[src/rtl/spi_slave_responder_if.sv]
// Word-side port bundle of the SPI responder:
// TX valid/ready handshake plus the pulsed RX/status outputs.
interface spi_slave_responder_if #(
  parameter int DATA_W = 32
);
  logic [DATA_W-1:0] tx_data;
  logic              tx_valid;
  logic              tx_ready;
  logic [DATA_W-1:0] rx_data;
  logic              rx_valid;
  logic              rx_abort;
  logic              tx_underrun;

  modport slave (
    input  tx_data,
    input  tx_valid,
    output tx_ready,
    output rx_data,
    output rx_valid,
    output rx_abort,
    output tx_underrun
  );

  modport master (
    output tx_data,
    output tx_valid,
    input  tx_ready,
    input  rx_data,
    input  rx_valid,
    input  rx_abort,
    input  tx_underrun
  );
endinterface

[src/rtl/spi_slave_responder.sv]
// SPI mode-0 slave, MSB first, oversampled in the clk domain.
// Exchanges frames through a TX valid/ready port and pulsed RX.
module spi_slave_responder #(
  parameter int                DATA_W       = 32,
  parameter logic [DATA_W-1:0] DEFAULT_WORD = '0,
  parameter int                SYNC_STAGES  = 2
) (
  input  logic clk,
  input  logic reset_n,
  input  logic sclk,
  input  logic ss_n,
  input  logic mosi,
  output logic miso,
  output logic miso_oe,
  output logic busy,
  spi_slave_responder_if.slave bus
);

  localparam int CNT_W = $clog2(DATA_W + 1);

  typedef enum logic [1:0] {
    IDLE,
    LOAD,
    SHIFT
  } state_t;

  state_t state, state_nx;

  logic [SYNC_STAGES-1:0] sclk_sy;
  logic [SYNC_STAGES-1:0] ss_sy;
  logic [SYNC_STAGES-1:0] mosi_sy;
  logic sclk_s, ss_s, mosi_s;
  logic sclk_q, ss_q;
  logic rise, fall, sel;

  logic [DATA_W-1:0] tx_shift;
  logic [DATA_W-2:0] rx_shift;
  logic [DATA_W-1:0] rx_next;
  logic [CNT_W-1:0]  bit_cnt;
  logic              frame_done;
  logic              done_p;
  logic              load_now;

  always_ff @(posedge clk or negedge reset_n) begin
    if (!reset_n) begin
      sclk_sy <= '0;
      ss_sy   <= '1;
      mosi_sy <= '0;
      sclk_q  <= 1'b0;
      ss_q    <= 1'b1;
    end else begin
      sclk_sy <= {sclk_sy[SYNC_STAGES-2:0], sclk};
      ss_sy   <= {ss_sy[SYNC_STAGES-2:0], ss_n};
      mosi_sy <= {mosi_sy[SYNC_STAGES-2:0], mosi};
      sclk_q  <= sclk_s;
      ss_q    <= ss_s;
    end
  end

  assign sclk_s = sclk_sy[SYNC_STAGES-1];
  assign ss_s   = ss_sy[SYNC_STAGES-1];
  assign mosi_s = mosi_sy[SYNC_STAGES-1];

  assign rise = sclk_s & ~sclk_q;
  assign fall = ~sclk_s & sclk_q;
  assign sel  = ~ss_s & ss_q;

  assign rx_next = {rx_shift, mosi_s};

  always_ff @(posedge clk or negedge reset_n) begin
    if (!reset_n) state <= IDLE;
    else          state <= state_nx;
  end

  // In SHIFT a high ss_n level ends the frame, so it wins over sclk
  always_comb begin
    state_nx = state;
    unique case (state)
      IDLE:    if (sel) state_nx = LOAD;
      LOAD:    state_nx = SHIFT;
      SHIFT:   if (ss_s) state_nx = IDLE;
      default: state_nx = IDLE;
    endcase
  end

  always_comb begin
    load_now        = 1'b0;
    busy            = 1'b0;
    unique case (state)
      IDLE:    busy = 1'b0;
      LOAD: begin
        busy     = 1'b1;
        load_now = 1'b1;
      end
      SHIFT: begin
        busy     = 1'b1;
        load_now = ~ss_s & fall & frame_done;
      end
      default: busy = 1'b0;
    endcase
    bus.tx_ready    = load_now & bus.tx_valid;
    bus.tx_underrun = load_now & ~bus.tx_valid;
  end

  always_ff @(posedge clk or negedge reset_n) begin
    if (!reset_n) begin
      tx_shift     <= '0;
      rx_shift     <= '0;
      bit_cnt      <= '0;
      frame_done   <= 1'b0;
      done_p       <= 1'b0;
      miso_oe      <= 1'b0;
      bus.rx_data  <= '0;
      bus.rx_valid <= 1'b0;
      bus.rx_abort <= 1'b0;
    end else begin
      bus.rx_valid <= done_p;
      done_p       <= 1'b0;
      bus.rx_abort <= 1'b0;
      if (load_now) begin
        tx_shift   <= bus.tx_valid ? bus.tx_data : DEFAULT_WORD;
        frame_done <= 1'b0;
      end
      unique case (state)
        IDLE: miso_oe <= 1'b0;
        LOAD: begin
          bit_cnt <= '0;
          miso_oe <= 1'b1;
        end
        SHIFT: begin
          if (ss_s) begin
            miso_oe      <= 1'b0;
            bus.rx_abort <= (bit_cnt != '0);
            bit_cnt      <= '0;
            frame_done   <= 1'b0;
          end else begin
            if (rise) begin
              rx_shift <= rx_next[DATA_W-2:0];
              if (bit_cnt == CNT_W'(DATA_W - 1)) begin
                bit_cnt     <= '0;
                bus.rx_data <= rx_next;
                done_p      <= 1'b1;
                frame_done  <= 1'b1;
              end else begin
                bit_cnt <= bit_cnt + 1'b1;
              end
            end
            if (fall && !frame_done)
              tx_shift <= {tx_shift[DATA_W-2:0], 1'b0};
          end
        end
        default: miso_oe <= 1'b0;
      endcase
    end
  end

  assign miso = miso_oe & tx_shift[DATA_W-1];

endmodule

[src/flat_wrapper.sv]
// flat-port wrapper written by rule: the top's interface ports become plain ports
module spi_slave_responder_flat 
#(
  parameter int                DATA_W       = 32,
  parameter logic [DATA_W-1:0] DEFAULT_WORD = '0,
  parameter int                SYNC_STAGES  = 2
)
  (clk, reset_n, sclk, ss_n, mosi, miso, miso_oe, busy, bus_tx_data, bus_tx_valid, bus_tx_ready, bus_rx_data, bus_rx_valid, bus_rx_abort, bus_tx_underrun);
  spi_slave_responder_if #(.DATA_W(DATA_W)) bus_i ();
  input  logic clk;
  input  logic reset_n;
  input  logic sclk;
  input  logic ss_n;
  input  logic mosi;
  output logic miso;
  output logic miso_oe;
  output logic busy;
  input wire logic [$bits(bus_i.tx_data)-1:0] bus_tx_data;
  input wire logic [$bits(bus_i.tx_valid)-1:0] bus_tx_valid;
  output wire logic [$bits(bus_i.tx_ready)-1:0] bus_tx_ready;
  output wire logic [$bits(bus_i.rx_data)-1:0] bus_rx_data;
  output wire logic [$bits(bus_i.rx_valid)-1:0] bus_rx_valid;
  output wire logic [$bits(bus_i.rx_abort)-1:0] bus_rx_abort;
  output wire logic [$bits(bus_i.tx_underrun)-1:0] bus_tx_underrun;
  assign bus_i.tx_data = bus_tx_data;
  assign bus_i.tx_valid = bus_tx_valid;
  assign bus_tx_ready = bus_i.tx_ready;
  assign bus_rx_data = bus_i.rx_data;
  assign bus_rx_valid = bus_i.rx_valid;
  assign bus_rx_abort = bus_i.rx_abort;
  assign bus_tx_underrun = bus_i.tx_underrun;
  spi_slave_responder #(.DATA_W(DATA_W), .DEFAULT_WORD(DEFAULT_WORD), .SYNC_STAGES(SYNC_STAGES)) u_core (.clk(clk), .reset_n(reset_n), .sclk(sclk), .ss_n(ss_n), .mosi(mosi), .miso(miso), .miso_oe(miso_oe), .busy(busy), .bus(bus_i));
endmodule
[config.mk]
export PLATFORM = sky130hd
export DESIGN_NAME = spi_slave_responder_flat
export DESIGN_NICKNAME = d
export VERILOG_FILES = /design/src/rtl/spi_slave_responder_if.sv /design/src/rtl/spi_slave_responder.sv /design/src/flat_wrapper.sv
export SDC_FILE = /design/constraint.sdc
export NUM_CORES = 1
export LEC_CHECK = 0
export CORE_MARGIN = 3
export CORE_UTILIZATION = 50
export CTS_CLUSTER_DIAMETER = 120
export DETAILED_ROUTE_END_ITERATION = 7
export PLACE_DENSITY = 0.75
export SLEW_MARGIN = 20
export SYNTH_ARGS = -nofsm -noshare
export SYNTH_HDL_FRONTEND = slang
export SYNTH_SLANG_ARGS = --single-unit
[constraint.sdc]
create_clock -name clk -period 5 [get_ports clk]
set_input_delay 0.5 -clock clk [delete_from_list [all_inputs] [get_ports clk]]
set_output_delay 0.5 -clock clk [all_outputs]
set_load 0.005 [all_outputs]
==> results.yml, run 1 <==
yosys:
  avgSynthCellArea_um2: 10.9
  postSynthRegisterBits: 116
  syn_inst: 508
  syn_nets: 551
  synth.distinct_cells: 41
  netlist_top_cells_area: "dfrtp_1 51%, mux2_4 7.6%, mux2_2 6.3%, o211a_1 5.6%, nand2_1 5.0%"
  ys_warn_count: 0
  synth_top_cell_area_share_pct: 51.0
  synth_top_area_cell: "dfrtp_1"
  synth_area_mm2: 0.00554
  synth-seq-area-share_pct: 52.4
sta:
  period_needed_ns: 3.56
  drv_slew: 0
  hold_viol: 0
  fin_setup_tns_ns: 0
  relSlewSlack_pct: 30.3
  fin_crit_sh_pct: 71.3
  finalHoldWorstSlack_ns: 0.123
  worstMarginPinSlew_ns: 1.04
  rsz0062_at_grt: "no"
  fmax_ghz: 0.281
  final-setup-viol-count: 0
  skew_ns: 0.00991
worst_setup_path:
  endpoint_kind: "output pin"
  start_kind: "register"
  crit_fanout: 65
  worstSetupPathType: "reg -> out"
  crit_required_ns: 4.50
  cp.arrival_ns: 3.06
floorplanning:
  die_area_mm2: 0.0124
  fp.dieW_um: 111
  start_util_pct: 52.5
  fp-row-count: 37
  pin_count: 77
  die_h_um: 111
  coreArea_mm2: 0.0106
placement:
  globalplace.congestion: 0.791
  hpwlAfterDp_um: 6930
  numPortBuffers: 76
clock_network:
  clk_path_buf_depth: 2
  clock_sinks: 116
  cts_hold_buf: 0
  post-cts-setup-buffers: 0
  cts-root-buf: "clkbuf_8"
  clk_pin_slew_worst_paths_ns: 0.06
  cts_made_buffers: 17
  htree_levels: 4
  insertion_delay_ns: 0.51
  tritoncts: "yes"
  cts-resized-gates: 0
hold_path:
  min_path_type: "in -> async"
routing:
  drt-pass1-iter-count: 4
  wl_per_cell_um: 16.6
  drt-total-wl_um: 11800
  first_iter_violations: 366
  viasPerCell: 5.68
  drc: 0
  ant_nets: 0
  via_count: 4049
layout:
  finalCoreUtilization_pct: 65.2
  fillers: 843
  area.sequential_mm2: 0.00291
  syn_to_final_growth_pct: 24.2
  multi_input_area_mm2: 0.00241
  drive_gt1_share_pct: 18.2
  nNetsFinal: 607
  antenna_cells: 0
pwr:
  ir_worst_vdd_uv: 286
  p_per_area_mw_per_mm2: 431
  p_leak_nw: 3.28
global_route:
  grt_max_degree: 74
  overflow: 0
  antenna_found_initial: 0
  grt.total_usage_pct: 19.6
  grt_pass1_vias: 4087
  grt_pass1_wl_um: 20100
job:
  cap_violations: 0
outcome:
  outcome: "finished clean"
## worst max-delay path: stages, from the launching register on
cell and delay (ns):
dfrtp_1 0.41, inv_1 0.11, ha_1 0.35, and4bb_2 0.27, buf_4 0.46, a21oi_1 0.17, nor3b_1 0.23, clkdlybuf4s50_1 0.54
## Yosys cell counts (all sizes together)
cell      n
o211a    31
a211oi    1
a31o      1
buf      13
inv       6
nand2b    1
o22ai    32
and2      3
and2b     1
o32ai     1
nand3     2
o21a      2
o21ai    38
nor2     33
dfstp     3
clkbuf   29
nor3      2
and4bb    1
o31ai     2
nand2    74
a41oi     1
a32o      2
a21oi    37
o41ai     1
and3      1
mux2     63
nand4     1
nor2b     3
nor4      1
dfrtp   113
ha        5
nor3b     3
a31oi     1
## worst paths after layout
check	to	slack [ns]	startpoint	cells after the start
setup / recovery	bus_tx_ready	1.44	u_core.state[0]$_DFFE_PN0P_	7
hold / removal	u_core.tx_shift[8]$_DFF_PN0_	0.12	reset_n	1
setup reg to reg	u_core.bus.rx_data[3]$_DFFE_PN0P_	2.23	u_core.state[0]$_DFFE_PN0P_	6
hold reg to reg	u_core.bus.rx_valid$_DFF_PN0_	0.35	u_core.done_p$_DFF_PN0_	0
max in group asynchronous	u_core.bit_cnt[3]$_DFFE_PN0P_	3.75	reset_n	2
min in group clk	u_core.bus.rx_valid$_DFF_PN0_	0.35	u_core.done_p$_DFF_PN0_	0
## through the flow
| stage | power (mW) | setup slack (ns) | cells | area [µm²] |
|---|---|---|---|---|
| 6_report | 2.97 | 1.44 | 713 | 6890 |
| 5_1_grt | 3.12 | 1.21 | 713 | 6890 |
| 3_3_place_gp | 1.73 | 1.98 | 681 | 6290 |
| 3_5_place_dp | 1.76 | 1.89 | 681 | 6290 |
| 4_1_cts | 2.99 | 1.45 | 713 | 6890 |
| 2_1_floorplan | 1.60 | 2.85 | 508 | 5540 |
## registers in the layout (all words and copies together) (netlist names), 2 cells and up
| register | flops |
|---|---|
| u_core.sclk_sy | 2 |
| u_core.bit_cnt | 6 |
| u_core.tx_shift | 32 |
| u_core.rx_shift | 31 |
| u_core.ss_sy | 2 |
| u_core.bus.rx_data | 32 |
| u_core.mosi_sy | 2 |
| u_core.state | 2 |
## area by class of cell
cell class | count | share of cell area (%)
clock inverter | 13 | 2.54
timing repair buffer | 79 | 11.3
multi-input combinational | 344 | 35.1
clock buffer | 19 | 6.12
sequential | 116 | 42.2
tap | 136 | 2.47
inverter | 6 | 0.327
## cells by family (layout without fill, tap and decap cells)
group | after synthesis | count (layout) | share of synthesized area, %
AOI/OAI and AO/OA | 150 | 150 | 17.8
adders and majority gates | 5 | 5 | 1.13
buffers and inverters | 48 | 117 | 4.17
DFF | 116 | 116 | 52.4
muxes | 63 | 63 | 14.7
and+or+nand+nor | 126 | 126 | 9.82
## power breakdown
part           switching, mW  internal, mW
logic                  0.394         0.218
clock network          0.447         0.767
registers             0.0844          1.06
## routing by layer
| layer | global-route usage, % | share of wire, % | up-vias |
|---|---|---|---|
| met4 | 5.03 | 0.72 | 0 |
| met5 | 0 | 0 | - |
| li1 | - | - | 1928 |
| met2 | 31.0 | 47 | 112 |
| met1 | 26.4 | 46 | 2000 |
| met3 | 6.44 | 6.3 | 9 |
## layout by cell type, fill, tap and decap left out, types with 3 or more instances in the layout
cell type and instances:
inv_6 3, o21ai_0 38, inv_1 5, a21oi_1 37
mux2_4 28, mux2_2 31, ha_1 5, bufinv_16 3
buf_4 4, clkbuf_16 16, dfrtp_1 113, dfstp_2 3
o211a_1 31, nand2_1 73, mux2_1 4, clkinv_4 5
nor2_1 33, o22ai_1 32, clkdlybuf4s50_1 74
Power figures use the tool's default switching activity.
==> run 2, diff against run 1 <==
PLACE_DENSITY = 0.78   (was 0.75)
clock period = 3.12 ns   (was 5 ns; I/O delays follow)
==> run 2 against run 1 <==
Net effect: critical path depth fell by 2; setup slack got worse by 1.2 ns; non-clock buffer count rose by 6; die area did not move; largest power group unchanged; clock-buffer cell count rose by 1; critical endpoint is now bus_tx_underrun; hold slack improved by 0.078 ns; clock power rose by 82%; final cell count rose by 0.84%; cell area rose by 1.8%; sequential power rose by 61%.
==> results.yml, run 2 (synthesis gave the netlist of run 1 again) <==
outcome:
  outcome: "finished clean"
global_route:
  busiest_layer: "met2"
  grt_pass1_vias: 4151
  overflow: 0
  grt.total_usage_pct: 19.6
  grt_pass1_wl_um: 20200
  grt_max_degree: 65
  grt_use_met2_pct: 30.6
  grt_util_met3_pct: 6.06
  gr-usage-met1_pct: 26.2
  antenna_found_initial: 0
floorplanning:
  die_h_um: 111
  die_area_mm2: 0.0124
  coreArea_mm2: 0.0106
  fp-row-count: 37
  fp.dieW_um: 111
  start_util_pct: 52.5
  pin_count: 77
pwr:
  comb_power_share_pct: 19.7
  p_int_mw: 3.57
  p_leak_nw: 3.34
  p_clk_share_pct: 43.8
  ir_worst_vdd_uv: 401
  power.share.switching_pct: 29.0
  seqPwrFrac_pct: 36.5
  p_per_area_mw_per_mm2: 716
  p_sw_mw: 1.46
clock_network:
  insertion_delay_ns: 0.52
  clk_path_buf_depth: 2
  post-cts-setup-buffers: 0
  cts-resized-gates: 0
  cts_hold_buf: 1
  tritoncts: "yes"
  clk_pin_slew_worst_paths_ns: 0.06
  cts_made_buffers: 17
  htree_levels: 4
  clock_sinks: 116
  cts-root-buf: "clkbuf_8"
worst_setup_path:
  start_kind: "register"
  crit_slowest_cell: "clkdlybuf4s50_1"
  critical_path.cell_chain: "inv_1 -> ha_1 -> inv_2 -> nor3_1 -> clkdlybuf4s50_1"
  cp_num_cells: 5
  crit_required_ns: 2.81
  crit_fanout: 26
  path_buf_inv: 3
  endpoint_kind: "output pin"
  r2r_cells: 7
  worstSetupPathType: "reg -> out"
  cp.arrival_ns: 2.58
  slowest_delay_ns: 0.54
  cpLargestDelayFamily: "buffers and inverters"
  r2r_slack_ns: 0.64
layout:
  finalCoreUtilization_pct: 66.4
  fillers: 776
  antenna_cells: 0
  top_regs: "u_core.bus.rx_data: 32 flops, u_core.tx_shift: 32 flops, u_core.rx_shift: 31 flops"
  drive_gt1_share_pct: 18.9
  nNetsFinal: 613
  syn_to_final_growth_pct: 26.5
  layout_common_cells: "113 x dfrtp_1, 75 x clkdlybuf4s50_1, 73 x nand2_1, 38 x o21ai_0, 37 x a21oi_1"
  final_common_cell: "dfrtp_1"
routing:
  ant_nets: 0
  viasPerCell: 5.66
  drc: 0
  wl_per_cell_um: 16.4
  drt-total-wl_um: 11800
  via_count: 4067
  first_iter_violations: 243
  drt-pass1-iter-count: 5
sta:
  worstMarginPinSlew_ns: 0.718
  hold_viol: 0
  relSlewSlack_pct: 52.1
  final-setup-viol-count: 0
  fin_setup_tns_ns: 0
  drv_slew: 0
  skew_ns: 0.00784
  fin_crit_sh_pct: 92.8
  fmax_ghz: 0.345
  period_needed_ns: 2.89
  rsz0062_at_grt: "no"
placement:
  hpwlAfterDp_um: 7150
  numPortBuffers: 76
  globalplace.congestion: 0.846
hold_path:
  min_path_type: "in -> reg"
  whs_path_depth: 1
job:
  cap_violations: 0
-- run 2: final timing paths --
path / endpoint / startpoint
worst min-delay path: u_core.ss_sy[0]$_DFF_PN1_ / ss_n
worst min register to register: u_core.mosi_sy[1]$_DFF_PN0_ / u_core.mosi_sy[0]$_DFF_PN0_
worst max register to register: u_core.bit_cnt[3]$_DFFE_PN0P_ / u_core.state[0]$_DFFE_PN0P_
min in group asynchronous: u_core.tx_shift[8]$_DFF_PN0_ / reset_n
worst max-delay path: bus_tx_underrun / u_core.state[0]$_DFFE_PN0P_
max in group asynchronous: u_core.ss_sy[1]$_DFF_PN1_ / reset_n
-- run 2: worst reg2reg max path, stage by stage, from the launching register on --
cell and delay, ns:
dfrtp_1 0.41, inv_1 0.09, ha_1 0.45, inv_2 0.38, buf_4 0.45, nor3_1 0.11
a32o_1 0.27, a31o_2 0.21
-- run 2: power by group through the flow --
stage	clock [mW]	combinational [mW]	sequential [mW]
after global placement	0	0.933	1.84
after global routing	2.29	1.11	1.86
after floorplan	0	0.740	1.82
after detailed placement	0	0.978	1.86
after CTS	2.22	0.984	1.83
final	2.20	0.988	1.83
-- run 2: area by class of cell --
| cell class | instances | area [µm²] | share of cell area [%] |
|---|---|---|---|
| sequential | 116 | 2910 | 41.5 |
| multi-input combinational | 344 | 2410 | 34.4 |
| timing repair buffer | 85 | 828 | 11.8 |
| clock buffer | 20 | 445 | 6.35 |
| clock inverter | 12 | 225 | 3.21 |
| tap | 136 | 170 | 2.43 |
| inverter | 6 | 22.5 | 0.321 |
-- run 2: stage by stage --
| stage | setup slack, ns | hold slack [ns] | instances | instance area (µm²) | total power [mW] |
|---|---|---|---|---|---|
| floorplan | 1.15 | 0.0164 | 508 | 5540 | 2.56 |
| CTS | 0.276 | 0.185 | 719 | 7010 | 5.04 |
| global placement | 0.800 | 0.337 | 686 | 6330 | 2.78 |
| detailed placement | 0.725 | 0.337 | 686 | 6330 | 2.84 |
| global route | 0.0303 | 0.194 | 719 | 7010 | 5.27 |
| finish | 0.225 | 0.201 | 719 | 7010 | 5.02 |
-- run 2: layer usage --
metal | share of wire [%] | up-vias | wire length (µm)
li1 | - | 1940 | -
met1 | 44 | 1999 | 5200
met2 | 48 | 108 | 5660
met3 | 6.0 | 20 | 711
met4 | 1.7 | 0 | 196
met5 | 0 | - | 0
==> run 3, diff against run 2 <==
CAP_MARGIN = 20   (was not set)
SKIP_CTS_REPAIR_TIMING = 1   (was not set)
==> run 3 against run 2 <==
Net effect: non-clock buffer count stayed put; sequential power hardly changed; hold slack better by 0.00055 ns; global-route usage hardly changed; clock skew is 0.00058 ns lower; clock power hardly changed; fmax is 0.19% lower; core utilization stayed put; largest cell class unchanged.
==> results.yml, run 3 (synthesis gave the netlist of run 1 again) <==
outcome:
  outcome: "finished clean"
worst_setup_path:
  endpoint_kind: "output pin"
  cp.arrival_ns: 2.59
  r2r_slack_ns: 0.63
  worstSetupPathType: "reg -> out"
  r2r_cells: 7
  start_kind: "register"
  crit_fanout: 26
  r2r_end: "u_core.bit_cnt[3]$_DFFE_PN0P_"
  crit_required_ns: 2.81
  r2r_start: "u_core.state[0]$_DFFE_PN0P_"
sta:
  final-setup-viol-count: 0
  relSlewSlack_pct: 52.4
  hold_viol: 0
  worstMarginPinSlew_ns: 0.714
  drv_slew: 0
  skew_ns: 0.00726
  rsz0062_at_grt: "no"
  timing.final.ws_setup_ns: 0.220
  fin_setup_tns_ns: 0
  period_needed_ns: 2.90
  fin_crit_sh_pct: 93.0
  fmax_ghz: 0.345
job:
  cap_violations: 0
routing:
  drt-pass1-iter-count: 4
  via_count: 4071
  first_iter_violations: 254
  viasPerCell: 5.66
  drt-total-wl_um: 11800
  ant_nets: 0
  wl_per_cell_um: 16.4
  drc: 0
clock_network:
  cts-root-buf: "clkbuf_8"
  cts_made_buffers: 17
  insertion_delay_ns: 0.52
  clk_pin_slew_worst_paths_ns: 0.06
  clk_path_buf_depth: 2
  clock_sinks: 116
  tritoncts: "yes"
  htree_levels: 4
global_route:
  grt_pass1_vias: 4141
  grt_pass1_wl_um: 20100
  overflow: 0
  grt.total_usage_pct: 19.6
  antenna_found_initial: 0
  grt_max_degree: 65
hold_path:
  min_path_type: "in -> reg"
  min_to: "u_core.ss_sy[0]$_DFF_PN1_"
  min_from: "ss_n"
  whs_path_depth: 1
layout:
  fillers: 776
  syn_to_final_growth_pct: 26.5
  drive_gt1_share_pct: 18.9
  nNetsFinal: 613
  antenna_cells: 0
  final_common_cell: "dfrtp_1"
  layout_common_cells: "113 x dfrtp_1, 75 x clkdlybuf4s50_1, 73 x nand2_1, 38 x o21ai_0, 37 x a21oi_1"
  top_regs: "u_core.bus.rx_data: 32 flops, u_core.tx_shift: 32 flops, u_core.rx_shift: 31 flops"
  finalCoreUtilization_pct: 66.4
placement:
  numPortBuffers: 76
  globalplace.congestion: 0.846
  hpwlAfterDp_um: 7150
  place_ws_ns: 0.725
floorplanning:
  fp-row-count: 37
  fp.dieW_um: 111
  pin_count: 77
  die_h_um: 111
  coreArea_mm2: 0.0106
  die_area_mm2: 0.0124
  start_util_pct: 52.5
pwr:
  p_leak_nw: 3.34
  finalPower_mw: 5.02
  p_per_area_mw_per_mm2: 716
  ir_worst_vdd_uv: 401
run 3: worst max path at each step:
stage	startpoint	to	slack, ns	cells past startpoint
final	u_core.state[0]$_DFFE_PN0P_	bus_tx_underrun	0.22	5
after global routing	u_core.state[0]$_DFFE_PN0P_	bus_tx_underrun	0.03	5
after CTS	u_core.state[0]$_DFFE_PN0P_	bus_tx_ready	0.28	5
after detailed placement	u_core.state[0]$_DFFE_PN0P_	u_core.bit_cnt[3]$_DFFE_PN0P_	0.73	7
after global placement	u_core.state[0]$_DFFE_PN0P_	u_core.bit_cnt[3]$_DFFE_PN0P_	0.80	7
after floorplan	u_core.state[0]$_DFFE_PN0P_	u_core.bus.rx_data[10]$_DFFE_PN0P_	1.15	10
run 3: report_power, final:
part,switching (mW),total (mW),internal [mW]
Sequential,0.137,1.84,1.70
Combinational,0.625,0.989,0.364
Clock,0.694,2.20,1.50
Total,1.46,5.02,3.57
run 3: final cells by class:
type                            count  area, µm²  area share, %
Sequential cell                   116       2910           41.5
Multi-Input combinational cell    344       2410           34.4
Timing Repair Buffer               85        828           11.8
Clock buffer                       20        445           6.35
Clock inverter                     12        225           3.21
Tap cell                          136        170           2.43
Inverter                            6       22.5          0.321
run 3: critical path: stages (launching register included):
cell and delay, ns:
dfrtp_1 0.41, inv_1 0.09, ha_1 0.51, inv_2 0.27
nor3_1 0.26, clkdlybuf4s50_1 0.54
run 3: metrics by stage:
step | hold slack, ns | instances | instance area, µm²
after floorplan | 0.0164 | 508 | 5540
after global placement | 0.337 | 686 | 6330
after detailed placement | 0.337 | 686 | 6330
after CTS | -0.123 | 718 | 7000
after global routing | 0.194 | 719 | 7010
final | 0.202 | 719 | 7010
run 3: per-layer routing:
layer	vias to the layer above	wire [µm]	global-route usage (%)
met1	2009	5250	26.2
li1	1938	-	-
met2	104	5640	30.5
met4	0	195	6.97
met5	-	0	0
met3	20	716	6.11
